[src/rtl/load_scoreboard_pkg.sv]
`default_nettype none
// ============================================================================
// Module      : load_scoreboard_pkg
// Description : Shared pipeline definitions for the load scoreboard: register
//               index width, load-type encodings and queue depth default.
// Revision    : 1.0 - initial release
// ============================================================================
package load_scoreboard_pkg;

   localparam int REG_IDX_W        = 5;
   localparam int NUM_REGS         = 32;
   localparam int LQ_DEPTH_DEFAULT = 4;

   // Load-type encodings carried on mem_loadD; zero means "not a load".
   localparam logic [2:0] MEM_LOAD_NONE = 3'b000;
   localparam logic [2:0] MEM_LOAD_LB   = 3'b001;
   localparam logic [2:0] MEM_LOAD_LH   = 3'b010;
   localparam logic [2:0] MEM_LOAD_LW   = 3'b011;
   localparam logic [2:0] MEM_LOAD_LBU  = 3'b100;
   localparam logic [2:0] MEM_LOAD_LHU  = 3'b101;

   typedef logic [REG_IDX_W-1:0] regIdx_t;

   // A Decode instruction is a load when it writes a register and carries a
   // load type; rd = x0 loads still count so their responses stay matched.
   function automatic logic isLoadOp(input logic regWrite, input logic [2:0] memLoad);
      return regWrite & (memLoad != MEM_LOAD_NONE);
   endfunction

endpackage
`default_nettype wire

[src/rtl/load_scoreboard_if.sv]
`default_nettype none
// ============================================================================
// Module      : load_scoreboard_if
// Description : Decode/memory-response bundle between the pipeline (master)
//               and the load scoreboard (slave).
// Revision    : 1.0 - initial release
// ============================================================================
interface load_scoreboard_if
   import load_scoreboard_pkg::*;
#(
   parameter int LQ_DEPTH = LQ_DEPTH_DEFAULT
);
   localparam int CNT_W = $clog2(LQ_DEPTH) + 1;

   regIdx_t          rs1D;
   regIdx_t          rs2D;
   logic             use_rs1D;
   logic             use_rs2D;
   regIdx_t          rdD;
   logic             reg_writeD;
   logic [2:0]       mem_loadD;
   logic             issueD;
   logic             flushD;
   logic             mem_valid;
   logic             stallD;
   regIdx_t          resp_rd;
   logic [CNT_W-1:0] lq_count;
   logic             lq_full;
   logic             lq_empty;
   logic             resp_err;

   modport master (
      output rs1D, rs2D, use_rs1D, use_rs2D, rdD, reg_writeD, mem_loadD,
             issueD, flushD, mem_valid,
      input  stallD, resp_rd, lq_count, lq_full, lq_empty, resp_err
   );

   modport slave (
      input  rs1D, rs2D, use_rs1D, use_rs2D, rdD, reg_writeD, mem_loadD,
             issueD, flushD, mem_valid,
      output stallD, resp_rd, lq_count, lq_full, lq_empty, resp_err
   );

endinterface
`default_nettype wire

[src/rtl/load_scoreboard_lq_fifo.sv]
`default_nettype none
// ============================================================================
// Module      : lq_fifo
// Description : Synchronous FIFO of load destination registers with a valid
//               bit per entry; the entry array is exposed for busy matching.
// Revision    : 1.0 - initial release
// ============================================================================
module lq_fifo
   import load_scoreboard_pkg::*;
#(
   parameter int DEPTH = LQ_DEPTH_DEFAULT,
   parameter int CNT_W = $clog2(DEPTH) + 1
)(
   input  logic             clk,
   input  logic             rst_n,
   input  logic             push,
   input  regIdx_t          pushRd,
   input  logic             pop,
   output logic             full,
   output logic             empty,
   output logic [CNT_W-1:0] count,
   output regIdx_t          headRd,
   output regIdx_t          entryRd [DEPTH],
   output logic [DEPTH-1:0] entryValid
);
   localparam int PTR_W = $clog2(DEPTH);

   logic [PTR_W-1:0] r_head;
   logic [PTR_W-1:0] r_tail;
   logic [CNT_W-1:0] r_count;
   regIdx_t          r_rd [DEPTH];
   logic [DEPTH-1:0] r_valid;

   logic w_doPop;
   logic w_doPush;

   assign full   = (r_count == CNT_W'(DEPTH));
   assign empty  = (r_count == '0);
   assign count  = r_count;
   assign headRd = r_rd[r_head];
   assign entryValid = r_valid;

   // A pop frees a slot in the same cycle, so a push into a full queue is
   // legal only alongside a pop.
   assign w_doPop  = pop & ~empty;
   assign w_doPush = push & (~full | w_doPop);

   generate
      for (genvar g = 0; g < DEPTH; g++) begin : g_entry
         assign entryRd[g] = r_rd[g];
      end
   endgenerate

   // Pointer, count and entry updates; on a simultaneous pop/push of the same
   // slot (full queue) the push is written last and wins.
   always_ff @(posedge clk) begin
      if (!rst_n) begin
         r_head  <= '0;
         r_tail  <= '0;
         r_count <= '0;
         r_valid <= '0;
         for (int i = 0; i < DEPTH; i++) begin
            r_rd[i] <= '0;
         end
      end else begin
         if (w_doPop) begin
            r_valid[r_head] <= 1'b0;
            r_head          <= r_head + PTR_W'(1);
         end
         if (w_doPush) begin
            r_rd[r_tail]    <= pushRd;
            r_valid[r_tail] <= 1'b1;
            r_tail          <= r_tail + PTR_W'(1);
         end
         case ({w_doPush, w_doPop})
            2'b10:   r_count <= r_count + CNT_W'(1);
            2'b01:   r_count <= r_count - CNT_W'(1);
            default: r_count <= r_count;
         endcase
      end
   end

endmodule
`default_nettype wire

[src/rtl/load_scoreboard.sv]
`default_nettype none
// ============================================================================
// Module      : load_scoreboard
// Description : Tracks outstanding loads and stalls Decode on a RAW hazard
//               against any pending load destination or on a full queue.
// Revision    : 1.0 - initial release
// ============================================================================
module load_scoreboard
   import load_scoreboard_pkg::*;
#(
   parameter int LQ_DEPTH = LQ_DEPTH_DEFAULT
)(
   input logic              clk,
   input logic              rst_n,
   load_scoreboard_if.slave sb
);
   localparam int CNT_W = $clog2(LQ_DEPTH) + 1;

   logic                w_isLoad;
   logic                w_accept;
   logic                w_push;
   logic                w_full;
   logic                w_empty;
   logic [CNT_W-1:0]    w_count;
   regIdx_t             w_headRd;
   regIdx_t             w_entryRd [LQ_DEPTH];
   logic [LQ_DEPTH-1:0] w_entryValid;
   logic [NUM_REGS-1:0] w_busy;
   logic                r_respErr;

   assign w_isLoad = isLoadOp(sb.reg_writeD, sb.mem_loadD);
   assign w_accept = sb.issueD & ~sb.stallD & ~sb.flushD;
   assign w_push   = w_accept & w_isLoad;

   lq_fifo #(
      .DEPTH (LQ_DEPTH),
      .CNT_W (CNT_W)
   ) u_lqFifo (
      .clk        (clk),
      .rst_n      (rst_n),
      .push       (w_push),
      .pushRd     (sb.rdD),
      .pop        (sb.mem_valid),
      .full       (w_full),
      .empty      (w_empty),
      .count      (w_count),
      .headRd     (w_headRd),
      .entryRd    (w_entryRd),
      .entryValid (w_entryValid)
   );

   // Busy map: a register is busy while any valid entry names it, including
   // the entry being popped this cycle; x0 is never busy.
   always_comb begin
      w_busy = '0;
      for (int i = 0; i < LQ_DEPTH; i++) begin
         if (w_entryValid[i]) begin
            w_busy[w_entryRd[i]] = 1'b1;
         end
      end
      w_busy[0] = 1'b0;
   end

   assign sb.stallD = (sb.use_rs1D & w_busy[sb.rs1D])
                    | (sb.use_rs2D & w_busy[sb.rs2D])
                    | (w_isLoad & w_full & ~sb.mem_valid);

   assign sb.resp_rd  = w_empty ? '0 : w_headRd;
   assign sb.lq_count = w_count;
   assign sb.lq_full  = w_full;
   assign sb.lq_empty = w_empty;
   assign sb.resp_err = r_respErr;

   // Sticky flag for a memory response that has no matching outstanding load.
   always_ff @(posedge clk) begin
      if (!rst_n) begin
         r_respErr <= 1'b0;
      end else if (sb.mem_valid & w_empty) begin
         r_respErr <= 1'b1;
      end
   end

endmodule
`default_nettype wire
[src/flat_wrapper.sv]
// flat-port wrapper written by rule: the top's interface ports become plain ports
module load_scoreboard_flat import load_scoreboard_pkg::*;
#(
   parameter int LQ_DEPTH = LQ_DEPTH_DEFAULT
)
  (clk, rst_n, sb_rs1D, sb_rs2D, sb_use_rs1D, sb_use_rs2D, sb_rdD, sb_reg_writeD, sb_mem_loadD, sb_issueD, sb_flushD, sb_mem_valid, sb_stallD, sb_resp_rd, sb_lq_count, sb_lq_full, sb_lq_empty, sb_resp_err);
  load_scoreboard_if #(.LQ_DEPTH(LQ_DEPTH)) sb_i ();
  input logic clk;
  input logic rst_n;
  input wire logic [$bits(sb_i.rs1D)-1:0] sb_rs1D;
  input wire logic [$bits(sb_i.rs2D)-1:0] sb_rs2D;
  input wire logic [$bits(sb_i.use_rs1D)-1:0] sb_use_rs1D;
  input wire logic [$bits(sb_i.use_rs2D)-1:0] sb_use_rs2D;
  input wire logic [$bits(sb_i.rdD)-1:0] sb_rdD;
  input wire logic [$bits(sb_i.reg_writeD)-1:0] sb_reg_writeD;
  input wire logic [$bits(sb_i.mem_loadD)-1:0] sb_mem_loadD;
  input wire logic [$bits(sb_i.issueD)-1:0] sb_issueD;
  input wire logic [$bits(sb_i.flushD)-1:0] sb_flushD;
  input wire logic [$bits(sb_i.mem_valid)-1:0] sb_mem_valid;
  output wire logic [$bits(sb_i.stallD)-1:0] sb_stallD;
  output wire logic [$bits(sb_i.resp_rd)-1:0] sb_resp_rd;
  output wire logic [$bits(sb_i.lq_count)-1:0] sb_lq_count;
  output wire logic [$bits(sb_i.lq_full)-1:0] sb_lq_full;
  output wire logic [$bits(sb_i.lq_empty)-1:0] sb_lq_empty;
  output wire logic [$bits(sb_i.resp_err)-1:0] sb_resp_err;
  assign sb_i.rs1D = sb_rs1D;
  assign sb_i.rs2D = sb_rs2D;
  assign sb_i.use_rs1D = sb_use_rs1D;
  assign sb_i.use_rs2D = sb_use_rs2D;
  assign sb_i.rdD = sb_rdD;
  assign sb_i.reg_writeD = sb_reg_writeD;
  assign sb_i.mem_loadD = sb_mem_loadD;
  assign sb_i.issueD = sb_issueD;
  assign sb_i.flushD = sb_flushD;
  assign sb_i.mem_valid = sb_mem_valid;
  assign sb_stallD = sb_i.stallD;
  assign sb_resp_rd = sb_i.resp_rd;
  assign sb_lq_count = sb_i.lq_count;
  assign sb_lq_full = sb_i.lq_full;
  assign sb_lq_empty = sb_i.lq_empty;
  assign sb_resp_err = sb_i.resp_err;
  load_scoreboard #(.LQ_DEPTH(LQ_DEPTH)) u_core (.clk(clk), .rst_n(rst_n), .sb(sb_i));
endmodule
[config.mk]
export PLATFORM = sky130hd
export DESIGN_NAME = load_scoreboard_flat
export DESIGN_NICKNAME = d
export VERILOG_FILES = /design/src/rtl/load_scoreboard_pkg.sv /design/src/rtl/load_scoreboard_if.sv /design/src/rtl/load_scoreboard_lq_fifo.sv /design/src/rtl/load_scoreboard.sv /design/src/flat_wrapper.sv
export SDC_FILE = /design/constraint.sdc
export NUM_CORES = 1
export LEC_CHECK = 0
export ABC_AREA = 1
export BUFFER_PORTS_ARGS = -buffer_cell sky130_fd_sc_hd__buf_2
export CORE_MARGIN = 8
export CORE_UTILIZATION = 60
export CTS_CLUSTER_DIAMETER = 30
export DETAILED_ROUTE_END_ITERATION = 8
export GPL_TIMING_DRIVEN = 0
export HOLD_SLACK_MARGIN = 0.12
export PLACE_DENSITY = 0.86
export REMOVE_ABC_BUFFERS = 1
export SLEW_MARGIN = 30
export SYNTH_ARGS = -nofsm -noshare
export SYNTH_HDL_FRONTEND = slang
export SYNTH_SLANG_ARGS = --single-unit
[constraint.sdc]
create_clock -name clk -period 4.1 [get_ports clk]
set_input_delay 0.82 -clock clk [delete_from_list [all_inputs] [get_ports clk]]
set_output_delay 0.82 -clock clk [all_outputs]
set_load 0.05 [all_outputs]
# Word level (Yosys, flattened, before mapping)
# Memories as Yosys holds them, arrays and structs flattened. A register that Yosys moved wholly into a read port is not among the register bits.
# Index checks and enable logic that the tools add are counted.
[word_totals] register_bits=12 ramBits=20 word_cells=96 n_memories=1
[mem_list] memory="u_core.u_lqFifo.r_rd" words=4 word_bits=5 rd=5 rd_clocked_by_memory_dff=1 write_ports=4 line_no="load_scoreboard_lq_fifo.sv:31" rtl="regIdx_t r_rd [DEPTH];"
[classes] addsub=4 order_cmp=14 eq_ne=3 n_mux=34 n_bitwise=25 n_reduce_logical=10
[ops] op="$mux W32" count=4
[ops] op="$or A32 B32 Y32" count=3
[ops] op="$lt A5 B6 Y1 const B" count=6
[ops] op="$demux W1 S5" count=4
[ops] op="$ge A5 B1 Y1 const B" count=4
[ops] op="$mux W1" count=13
[ops] op="$mux W4" count=3
[ops] op="$and A1 B1 Y1" count=11
[ops] op="$bmux W1 S5" count=2
[ops] op="$mux W5" count=2
[ops] op="$logic_and A1 B1 Y1" count=6
[ops] op="$lt A2 B3 Y1 const B" count=2
[ops] op="$mux W2" count=3
[ops] op="$pmux W3 S2" count=1
[ops] op="$not A1 Y1" count=5
[ops] op="$reduce_or A5 Y1" count=1
[ops] op="$add A2 B1 Y2 const B" count=2
[ops] op="$and A4 B4 Y4" count=1
[ops] op="$demux W1 S2" count=2
[ops] op="$ge A2 B1 Y1 const B" count=2
[ops] op="$not A4 Y4" count=1
[ops] op="$or A4 B4 Y4" count=1
[ops] op="$add A3 B1 Y3 const B" count=1
[ops] op="$eq A3 B3 Y1 const B" count=1
[ops] op="7 further kinds" count=9

# Depth between registers and ports, before layout
# An unclocked memory read counts as a cell.
[depth] ltp_word=27 depth_mapped=22 ltp_nobuf=22

# Modules after synthesis
# From an unflattened synthesis, not the netlist that was laid out.
[unflattened] hier_cells=626 hier_area_um2=3527.1
[modules_own_cells] module="load_scoreboard" n_inst=1 cells_per_inst=466 area_per_inst_um2=1979.4
[modules_own_cells] module="lq_fifo" n_inst=1 cells_per_inst=160 area_per_inst_um2=1547.7

# Worst setup path before layout
# OpenSTA, ideal clock, no wires.
[synth_timing] path_type="register to register" from="register u_core.u_lqFifo.r_count[2], in the netlist u_core.u_lqFifo.count[2]" to="register u_core.u_lqFifo.r_count[2], in the netlist u_core.u_lqFifo.count[2]" arrival_time_ps=3500 t_required_ps=3978 setup_slack_ps=478 path_stages_with_launch=13 synth_period_minus_slack_ps=3622 path_cell_list="dfxtp_1 > inv_1 > nor3_1 > nand2_1 > or2_2 > nand4_2 > ha_1 > inv_1 > fa_1 > a21oi_1 > o21ai_0 > o21ai_0 > a21oi_1"
[synth_via] elab_chain_len=11 word_cells_on_any_way=20 classes_between="add/sub (2); eq/ne (3); mux (1); bitwise (12); reduce/logical (2)"
[synth_rtl] item="start, declared" line_no="load_scoreboard_lq_fifo.sv:30" rtl="logic [CNT_W-1:0] r_count;"
[synth_rtl] item="start signal, assigned" line_no="load_scoreboard_lq_fifo.sv:76" rtl="2'b10: r_count <= r_count + CNT_W'(1);"
[synth_rtl] item="start signal, assigned" line_no="load_scoreboard_lq_fifo.sv:77" rtl="2'b01: r_count <= r_count - CNT_W'(1);"
[synth_rtl] item="start signal, assigned" line_no="load_scoreboard_lq_fifo.sv:78" rtl="default: r_count <= r_count;"
[synth_rtl] item="$eq A3 B3 Y1 *" line_no="load_scoreboard_lq_fifo.sv:37" rtl="assign full = (r_count == CNT_W'(DEPTH));"
[synth_rtl] item="named net sb_lq_full" line_no="flat_wrapper.sv:23" rtl="output wire logic [$bits(sb_i.lq_full)-1:0] sb_lq_full;"
[synth_rtl] item="$and A1 B1 Y1 (2 in series)" line_no="load_scoreboard.sv:66" rtl="| (w_isLoad & w_full & ~sb.mem_valid);"
[synth_rtl] item="$or A1 B1 Y1" line_no="load_scoreboard.sv:66"
[synth_rtl] item="$not A1 Y1" line_no="load_scoreboard.sv:32" rtl="assign w_accept = sb.issueD & ~sb.stallD & ~sb.flushD;"
[synth_rtl] item="$and A1 B1 Y1 (2 in series)" line_no="load_scoreboard.sv:32"
[synth_rtl] item="$and A1 B1 Y1" line_no="load_scoreboard.sv:33" rtl="assign w_push = w_accept & w_isLoad;"
[synth_rtl] item="$and A1 B1 Y1 *" line_no="load_scoreboard_lq_fifo.sv:46" rtl="assign w_doPush = push & (~full | w_doPop);"
[synth_rtl] item="$eq A2 B1 Y1 or $eq A2 B2 Y1 (tied branches)" line_no="load_scoreboard_lq_fifo.sv:75" rtl="case ({w_doPush, w_doPop})"
[synth_rtl] item="$pmux W3 S2 or $reduce_bool A2 Y1 (tied branches)"
# The timed path passes the listed nets; every way through them passes the cells marked *.
# A chain may end at the register's enable or synchronous reset.

==> qor.csv <==
metric,value,unit
status,completed,
tightest_slew,0.6739,ns
seq_area_frac_synth,24.87,%
via_per_inst,5.883,
io_pins,38,
drive_gt1_share,11.18,%
path_max_fanout,8,
cts_setup_buffers,0,
finalCritPeriodShare,82.68,%
core_region_area,5816,sq um
leakage,1.674,nW
switching_share,36.79,%
track_usage,27.82,%
post-dp-hpwl,9120,um
start_util,60.91,%
slowest_stage,edfxtp_1,
firstDrtPassIters,5,
maxCapViolations,0,
die_height,92.84,um
cts.clk_slew.worst_paths,0.06,ns
rsz0062_at_grt,false,
ys_warn_count,0,
grt_pass1_vias,4078,
drtAntennaViolNets,0,
cts-root-buf,clkbuf_8,
cts-resized-gates,0,
grt-ovfl-total,0,
drtIter0Drc,465,
p_sw,0.3448,mW
hold_class,flip-flop to flip-flop,
synth_cell_type_count,24,
route.met2.wl,5674,um
post-synth-top-area-fraction,22.47,%
p_int,0.5926,mW
cts_buffers,5,
fmax,0.2950,GHz
wl_met3,682,um
pwr-share-comb,29.2,%
slew_violations,0,
clk-insertion-delay-late,0.28,ns
power_frac_seq,44.7,%
setup_viol,0,
grt_pass1_wl,19220,um
hold_slack,0.4885,ns
fin_setup_tns,0,ns
grt_max_degree,18,
chipWidth,92.84,um
cts.sink_count,34,
postCtsHoldBufs,0,
crit_top_cell,nand3_1,
slowest_delay,0.45,ns
syn_avg_cell_area,5.649,sq um
power_frac_clock,26.2,%
wire_per_inst,15.85,um
hold_violations,0,
fin_worst_skew,0.006670,ns
required,3.28,ns
synthTopCellsByArea,"nor2_1 22%, edfxtp_1 17%, nand3_1 15%, nand2_1 14%, dfxtp_1 7.9%",
worstSetupStartpointType,flip-flop,
htree_num_levels,2,
postSynthCellCount,627,
cts_max_path_buffers,2,
rows,28,
cp_cell_sequence,inv_1 -> nand3_1 -> o21ai_0 -> o21ai_0 -> nand3_1 -> nand3_1 -> nand3_1 -> nand2_1 -> nand2_1 -> nand3_2 -> nand3_2 -> buf_2,
antenna_found_initial,0,
wl_met1,4501,um
crit_type,flip-flop to output port,
fill_cells,559,
ys_ff_latch,34,
die_area,8618,sq um
syn_area,3542,sq um
fin_crit,3.390,ns
synth_top_cell_by_area,nor2_1,
diodes,0,
p_per_area,242.2,nW/um^2
relSlewSlack,54.83,%
worstPathArrival,2.57,ns
drt-total-wl,11680,um
highest_layer,met4,
gp_congestion,1.051,
nNetsFinal,697,
end_kind,output port,
num_vias,4336,
peakVddDrop,0.3817,mV
tritoncts,done,
portBuffers,37,
syn_to_final_growth,9.290,%
drcViolationCount,0,
## cell usage after synthesis
| master | instances |
|---|---|
| dfxtp_1 | 14 |
| clkbuf_2 | 1 |
| buf_1 | 3 |
| buf_2 | 2 |
| nand4_2 | 4 |
| nor3_1 | 3 |
| ha_1 | 9 |
| edfxtp_1 | 20 |
| buf_4 | 1 |
| or2_2 | 1 |
| o31ai_1 | 1 |
| inv_1 | 45 |
| a21oi_1 | 24 |
| o21ai_0 | 19 |
| inv_2 | 9 |
| nand3_2 | 14 |
| nand2_1 | 134 |
| clkinv_1 | 1 |
| nor2_1 | 212 |
| nand3_1 | 103 |
| nor2_4 | 2 |
| clkbuf_1 | 3 |
| nor4_1 | 1 |
| fa_1 | 1 |
## power by group through the flow
stage	Sequential, mW	Combinational (mW)	Clock, mW
final	0.419	0.273	0.245
after global routing	0.422	0.299	0.261
after floorplan	0.431	0.175	0
after detailed placement	0.424	0.268	0
after global placement	0.421	0.259	0
after CTS	0.417	0.271	0.247
## stage by stage
step / util (%) / setup slack (ns) / total power [mW] / cell area (sq um) / std cells
after global placement: 64.93 / 0.7001 / 0.6805 / 3776 / 729
after CTS: 66.57 / 0.7413 / 0.9349 / 3871 / 737
after global routing: 66.57 / 0.4819 / 0.9825 / 3871 / 737
final: 66.57 / 0.7101 / 0.9374 / 3871 / 737
after floorplan: - / 0.4777 / 0.6062 / 3497 / 617
after detailed placement: 65.02 / 0.6362 / 0.6921 / 3781 / 729
## state kept, by name, indices dropped and copies added (netlist names), named ones only
name	count
u_core.u_lqFifo.r_tail	2
u_core.sb.resp_err	1
u_core.u_lqFifo.r_rd	20
u_core.u_lqFifo.count	3
u_core.u_lqFifo.entryValid	4
u_core.u_lqFifo.r_head	2
## layout make-up
cell class,instances,area [sq um],area share [%]
clock buffer,8,90.09,2.327
inverter,55,206.4,5.333
multi-input combinational,528,2415,62.38
sequential,34,880.8,22.75
tap,75,93.84,2.424
timing repair buffer,37,185.2,4.783
## logic make-up after synthesis
kind of cell	count (synthesis)	synth area share, %
DFF	34	24.87
buffers and inverters	65	7.100
adders and majority gates	10	3.744
AOI/OAI and AO/OA	44	6.288
and+or+nand+nor	474	58.00
## cell usage in the layout (no fill, tap or decap), types with 4 or more instances in the layout
cell type,n
inv_2,9
edfxtp_1,20
o21ai_0,19
dfxtp_1,14
ha_1,9
nand2_1,134
a21oi_1,24
nor2_1,212
nand3_2,14
inv_1,45
nand4_2,4
buf_2,37
clkbuf_8,6
nand3_1,103
## path summary, 6_finish.rpt
check | from | end | slack [ns] | cells past startpoint
hold reg to reg | u_core.sb.resp_err | u_core.sb.resp_err | 0.49 | 2
hold / removal | u_core.sb.resp_err | u_core.sb.resp_err | 0.49 | 2
setup / recovery | u_core.u_lqFifo.r_rd[0][0] | sb_stallD | 0.71 | 12
setup reg to reg | u_core.u_lqFifo.r_rd[0][0] | u_core.u_lqFifo.count[2] | 0.82 | 18
## worst max-delay path: cells and delay by family (launching register included)
kind	cells	cell delay (ns)
and+or+nand+nor	8	0.87
buffers and inverters	2	0.39
DFF	1	0.45
AOI/OAI and AO/OA	2	0.56
## metal layers
| metal | vias to the layer above | global-route usage, % |
|---|---|---|
| met4 | 0 | 19.19 |
| met2 | 225 | 48.11 |
| met1 | 1963 | 32.03 |
| met3 | 59 | 2.023 |
| li1 | 2089 | - |
| met5 | - | 0 |
Power figures use the tool's default switching activity.
